`config.mk`:
```
export PLATFORM = sky130hd
export DESIGN_NAME = uart_tx_cfg
export DESIGN_NICKNAME = d
export VERILOG_FILES = /design/src/rtl/uart_tx_cfg.sv
export SDC_FILE = /design/constraint.sdc
export NUM_CORES = 1
export LEC_CHECK = 0
export BUFFER_PORTS_ARGS = -buffer_cell sky130_fd_sc_hd__clkbuf_2
export CAP_MARGIN = 20
export CORE_MARGIN = 1
export CORE_UTILIZATION = 62
export DETAILED_ROUTE_END_ITERATION = 16
export HOLD_SLACK_MARGIN = 0.03
export PLACE_DENSITY = 0.87
export REMOVE_ABC_BUFFERS = 1
export SLEW_MARGIN = 30
export SYNTH_ARGS = -nofsm -noshare
export SYNTH_HDL_FRONTEND = slang
export SYNTH_SLANG_ARGS = --single-unit
export TNS_END_PERCENT = 20
```
`constraint.sdc`:
```
create_clock -name clk -period 3.2 [get_ports clk]
set_clock_uncertainty 0.05 [all_clocks]
set_input_delay 0.48 -clock clk [delete_from_list [all_inputs] [get_ports clk]]
set_output_delay 0.48 -clock clk [all_outputs]
set_load 0.005 [all_outputs]
```
`src/rtl/uart_tx_cfg.sv`:
```
// uart_tx_cfg: configurable UART transmitter.
// One frame per handshake: start, data LSB first, optional parity, stop bits.
module uart_tx_cfg #(
    parameter int DATA_W       = 8,
    parameter int CLKS_PER_BIT = 16,
    parameter int PARITY       = 0,
    parameter int STOP_BITS    = 1
) (
    input  logic              clk,
    input  logic              rst_n,
    input  logic              in_valid,
    input  logic [DATA_W-1:0] in_data,
    output logic              in_ready,
    output logic              txd,
    output logic              busy,
    output logic              done
);

    localparam int CW_RAW = $clog2(CLKS_PER_BIT + 1);
    localparam int CW     = (CW_RAW < 1) ? 1 : CW_RAW;
    localparam int BW     = $clog2(DATA_W + 1);

    localparam logic [CW-1:0] T_LOAD    = CW'(CLKS_PER_BIT - 1);
    localparam logic [BW-1:0] LAST_DATA = BW'(DATA_W - 1);
    localparam logic [BW-1:0] LAST_STOP = BW'(STOP_BITS - 1);

    typedef enum logic [2:0] {
        S_IDLE  = 3'd0,
        S_START = 3'd1,
        S_DATA  = 3'd2,
        S_PAR   = 3'd3,
        S_STOP  = 3'd4
    } state_t;

    state_t            state_q, state_d;
    logic [CW-1:0]     tmr_q, tmr_d;
    logic [BW-1:0]     bit_q, bit_d;
    logic [DATA_W-1:0] shift_q, shift_d;
    logic              par_q, par_d;
    logic              txd_q, txd_d;
    logic              done_q, done_d;
    logic              tick;

    assign tick = (tmr_q == '0);

    // State register; reset aborts any frame in progress.
    always_ff @(posedge clk or negedge rst_n) begin
        if (!rst_n) begin
            state_q <= S_IDLE;
        end else begin
            state_q <= state_d;
        end
    end

    // Datapath and registered outputs; txd idles high, also during reset.
    always_ff @(posedge clk or negedge rst_n) begin
        if (!rst_n) begin
            tmr_q   <= '0;
            bit_q   <= '0;
            shift_q <= '0;
            par_q   <= 1'b0;
            txd_q   <= 1'b1;
            done_q  <= 1'b0;
        end else begin
            tmr_q   <= tmr_d;
            bit_q   <= bit_d;
            shift_q <= shift_d;
            par_q   <= par_d;
            txd_q   <= txd_d;
            done_q  <= done_d;
        end
    end

    // Next state: bit timer, bit counter and shift register sequencing.
    always_comb begin
        state_d = state_q;
        tmr_d   = tmr_q;
        bit_d   = bit_q;
        shift_d = shift_q;
        par_d   = par_q;
        case (state_q)
            S_IDLE: begin
                if (in_valid) begin
                    state_d = S_START;
                    tmr_d   = T_LOAD;
                    bit_d   = '0;
                    shift_d = in_data;
                    par_d   = (PARITY == 1) ? ~^in_data : ^in_data;
                end
            end
            S_START: begin
                if (tick) begin
                    state_d = S_DATA;
                    tmr_d   = T_LOAD;
                    bit_d   = '0;
                end else begin
                    tmr_d = tmr_q - 1'b1;
                end
            end
            S_DATA: begin
                if (tick) begin
                    tmr_d   = T_LOAD;
                    shift_d = shift_q >> 1;
                    if (bit_q == LAST_DATA) begin
                        state_d = (PARITY != 0) ? S_PAR : S_STOP;
                        bit_d   = '0;
                    end else begin
                        bit_d = bit_q + 1'b1;
                    end
                end else begin
                    tmr_d = tmr_q - 1'b1;
                end
            end
            S_PAR: begin
                if (tick) begin
                    state_d = S_STOP;
                    tmr_d   = T_LOAD;
                    bit_d   = '0;
                end else begin
                    tmr_d = tmr_q - 1'b1;
                end
            end
            S_STOP: begin
                if (tick) begin
                    if (bit_q == LAST_STOP) begin
                        state_d = S_IDLE;
                        bit_d   = '0;
                    end else begin
                        tmr_d = T_LOAD;
                        bit_d = bit_q + 1'b1;
                    end
                end else begin
                    tmr_d = tmr_q - 1'b1;
                end
            end
            default: begin
                state_d = S_IDLE;
                tmr_d   = '0;
                bit_d   = '0;
            end
        endcase
    end

    // Outputs: txd is registered from the state being entered.
    always_comb begin
        txd_d  = 1'b1;
        done_d = (state_q == S_STOP) && (state_d == S_IDLE);
        case (state_d)
            S_IDLE:  txd_d = 1'b1;
            S_START: txd_d = 1'b0;
            S_DATA:  txd_d = shift_d[0];
            S_PAR:   txd_d = par_d;
            S_STOP:  txd_d = 1'b1;
            default: txd_d = 1'b1;
        endcase
    end

    assign txd      = txd_q;
    assign done     = done_q;
    assign in_ready = (state_q == S_IDLE);
    assign busy     = (state_q == S_START) || (state_q == S_DATA) ||
                      (state_q == S_PAR) || (state_q == S_STOP);

endmodule

```
==> key figures <==
Placement
  – Setup Slack @ Placement: about 1.1 ns
  – RePlAce Congestion: ~0.95
  – Detailed placer's ending HPWL: ~2.1 mm
  – Port Buffers: 14
  – Placed Cells: ~190

Clock tree
  – CTS Hold Bufs: 0
  – Clock root cell: clkbuf_4
  – CTS resizes: 0
  – CTS buffer count: 3
  – Sink Count: 23
  – TritonCTS clock tree: yes
  – Clk_lat worst skew: between 0.3 and 0.4 ns
  – Clock-pin slew on the worst setup and hold paths: between 0.1 and 0.15 ns
  – H-tree Lvls: 1
  – Clock Tree Buf Depth: 2
  – Postcts setup bufs: 0

Synthesis
  – #FFs+latches synth: 23
  – Complex-gate fraction of the synthesized area: 19.7%
  – Xor/xnor share of the synthesized area: 5.61%
  – Synth area leaders: dfrtp_1 (39%), xnor2_1 (5.6%), nand2_1 (5.1%), ha_1 (3.6%), nor2_1 (3.5%)
  – Largest area contributor in the netlist: dfrtp_1
  – Synth Area in Adders: under 10%
  – Seq/Total Area, Yosys: around 40%
  – Main combinational cell family by area after synthesis: simple AND/OR/NAND/NOR gates
  – Top-count cell post-synth: dfrtp_1
  – Synth Warn #: 0
  – Average size of a mapped cell: around 9.3 µm²
  – Synth async-reset ratio: 100%
  – Synthesized cell area: 0.00140 mm²
  – Post-synth cell types: 43
  – Main flop type after synthesis: dfrtp_1
  – Post-synthesis simple-gate area fraction: between 20% and 30%
  – Post-synth top cells: dfrtp_1 (22), nand2_1 (19), nor2_1 (13), inv_1 (11), xnor2_1 (9)
  – Multiplexer share of the synthesized area: 0%
  – Cells after synthesis: roughly 150
  – Area share of the largest cell type after synthesis: about two fifths
  – Number of synthesized flops with an enable pin: 0

Critical path
  – CP max FO: 11
  – Critical Path AT: between 1.5 and 2 ns
  – Worst setup SP type: register
  – Worst Path Class, Setup: register to output port
  – Crit. End Element: output port
  – CP required: about 2.7 ns

Power
  – PD cells: 776 mW/mm²
  – LEAKAGE: 0.664 nW
  – Maximum VDD drop: around 500 µV
  – Final Power: approximately 1.2 mW

Cells and area
  – P&R area growth vs syn: 6.51%
  – Final #Nets: 180
  – Layout cells sized above 1: about 17%
  – N_diodes: 0
  – Final non-filler cell total: between 150 and 200

Run
  – Max_cap viols: 0

GRT
  – Largest net degree at the start of global routing: 24
  – Total global routing overflow: 0
  – Initial antenna violation count: 0
  – First-pass GRT wire length: 5.26 mm
  – Vias in the first global route: between 1000 and 1500
  – Overall Global Routing Usage: approximately 28%

Floorplanning
  – Total core area: roughly 0.0020 mm²
  – Row count: 16
  – I/O pins: 15
  – Initial Util: between 60 and 70%
  – Chip width: around 50 µm
  – Die area: 0.00246 mm²
  – Die height: 49.6 µm

Timing
  – Worst-margin pin slew: around 0.60 ns
  – Unrepaired setup endpoints after global routing: false
  – Slew Limit Fails: 0
  – Fmax: ~0.46 GHz
  – Setup_tns: 0 ns
  – Setup violations, final: 0
  – Count of final hold-check violations: 0
  – Worst setup margin: approximately 1.0 ns
  – Final period utilization: between 60% and 70%
  – Rel. slew slack: roughly three fifths
  – Fin Hold WS: slightly above 0.07 ns
  – Minimum clock period: 2.19 ns

Detailed routing
  – Detail Route Antenna Nets: 0
  – Metal3 WL: ~170 µm
  – Post-Route WL: approximately 2.9 mm
  – DR vias/cell: around 6.1
  – WL/cell: ~15 µm
  – Via count: ~1200
  – Max Used Layer: met3
  – 1st-pass router iterations: 4
  – Met1 WL: about 1.3 mm
  – Initial DRC Count: 52
  – DRC Markers: 0
  – Met2 wire length: ~1.4 mm

Status
  – Status: finished clean

Worst hold path
  – Tightest Hold Check Type: input pin to asynchronous set/reset pin
## final cells by class
class                   instances  area (µm²)
well taps                      27        33.8
flip-flops and latches         23         577
clock buffers                   4        26.3
multi-input cells             111         739
repair buffers                 15        77.6
inverters                      11        41.3
fillers                       162         547
## critical path, stage by stage (launching register included)
cell	delay (ns)
dfrtp_1	0.55
nor2_1	0.48
xnor2_1	0.18
clkbuf_2	0.13
## power by group
| part | internal, mW | switching (mW) |
|---|---|---|
| clock network | 0.0487 | 0.0826 |
| logic | 0.219 | 0.286 |
| registers | 0.402 | 0.122 |
## flip-flops by register name, indices dropped and copies added (netlist names)
register and count:
shift_q 8, done 1, tmr_q 5, state_q 3, par_q 1, txd 1
bit_q 4
## logic make-up (layout without fill, tap and decap cells)
family,count (synthesis),after routing
and+or+nand+nor,59,59
xor gates and xnor gates,9,9
AOI/OAI and AO/OA,39,39
buffers and inverters,17,30
adders and majority gates,4,4
DFF,23,23
## stage by stage
stage | instance area (µm²) | utilization, %
CTS | 1500 | 73.2
global placement | 1470 | 71.9
finish | 1500 | 73.2
floorplan | 1360 | -
detailed placement | 1470 | 71.9
global route | 1500 | 73.2
## path summary, 6_finish.rpt
path / from / to / slack (ns) / depth (start not counted)
setup reg to reg: tmr_q[0] / tmr_q[1] / 1.11 / 7
max in group asynchronous: rst_n / bit_q[1] / 2.64 / 1
min in group clk: in_data[5] / shift_q[5] / 0.38 / 3
setup / recovery: state_q[0] / busy / 1.01 / 3
hold / removal: rst_n / par_q / 0.07 / 1
hold reg to reg: shift_q[3] / shift_q[3] / 0.44 / 2
## cell usage in the layout (no fill, tap or decap), types with 4 or more instances in the layout
| cell | instances |
|---|---|
| a21oi_1 | 8 |
| a22oi_1 | 6 |
| clkbuf_2 | 14 |
| dfrtp_1 | 22 |
| ha_1 | 4 |
| inv_1 | 11 |
| nand2_1 | 19 |
| nand3_1 | 7 |
| nor2_1 | 13 |
| o21ai_0 | 7 |
| xnor2_1 | 9 |
## metal layers
layer	vias to the layer above	track usage [%]
met4	0	11.0
met2	50	45.0
met1	550	35.9
met5	-	0
li1	570	-
met3	0	6.79
Power figures use the tool's default switching activity.
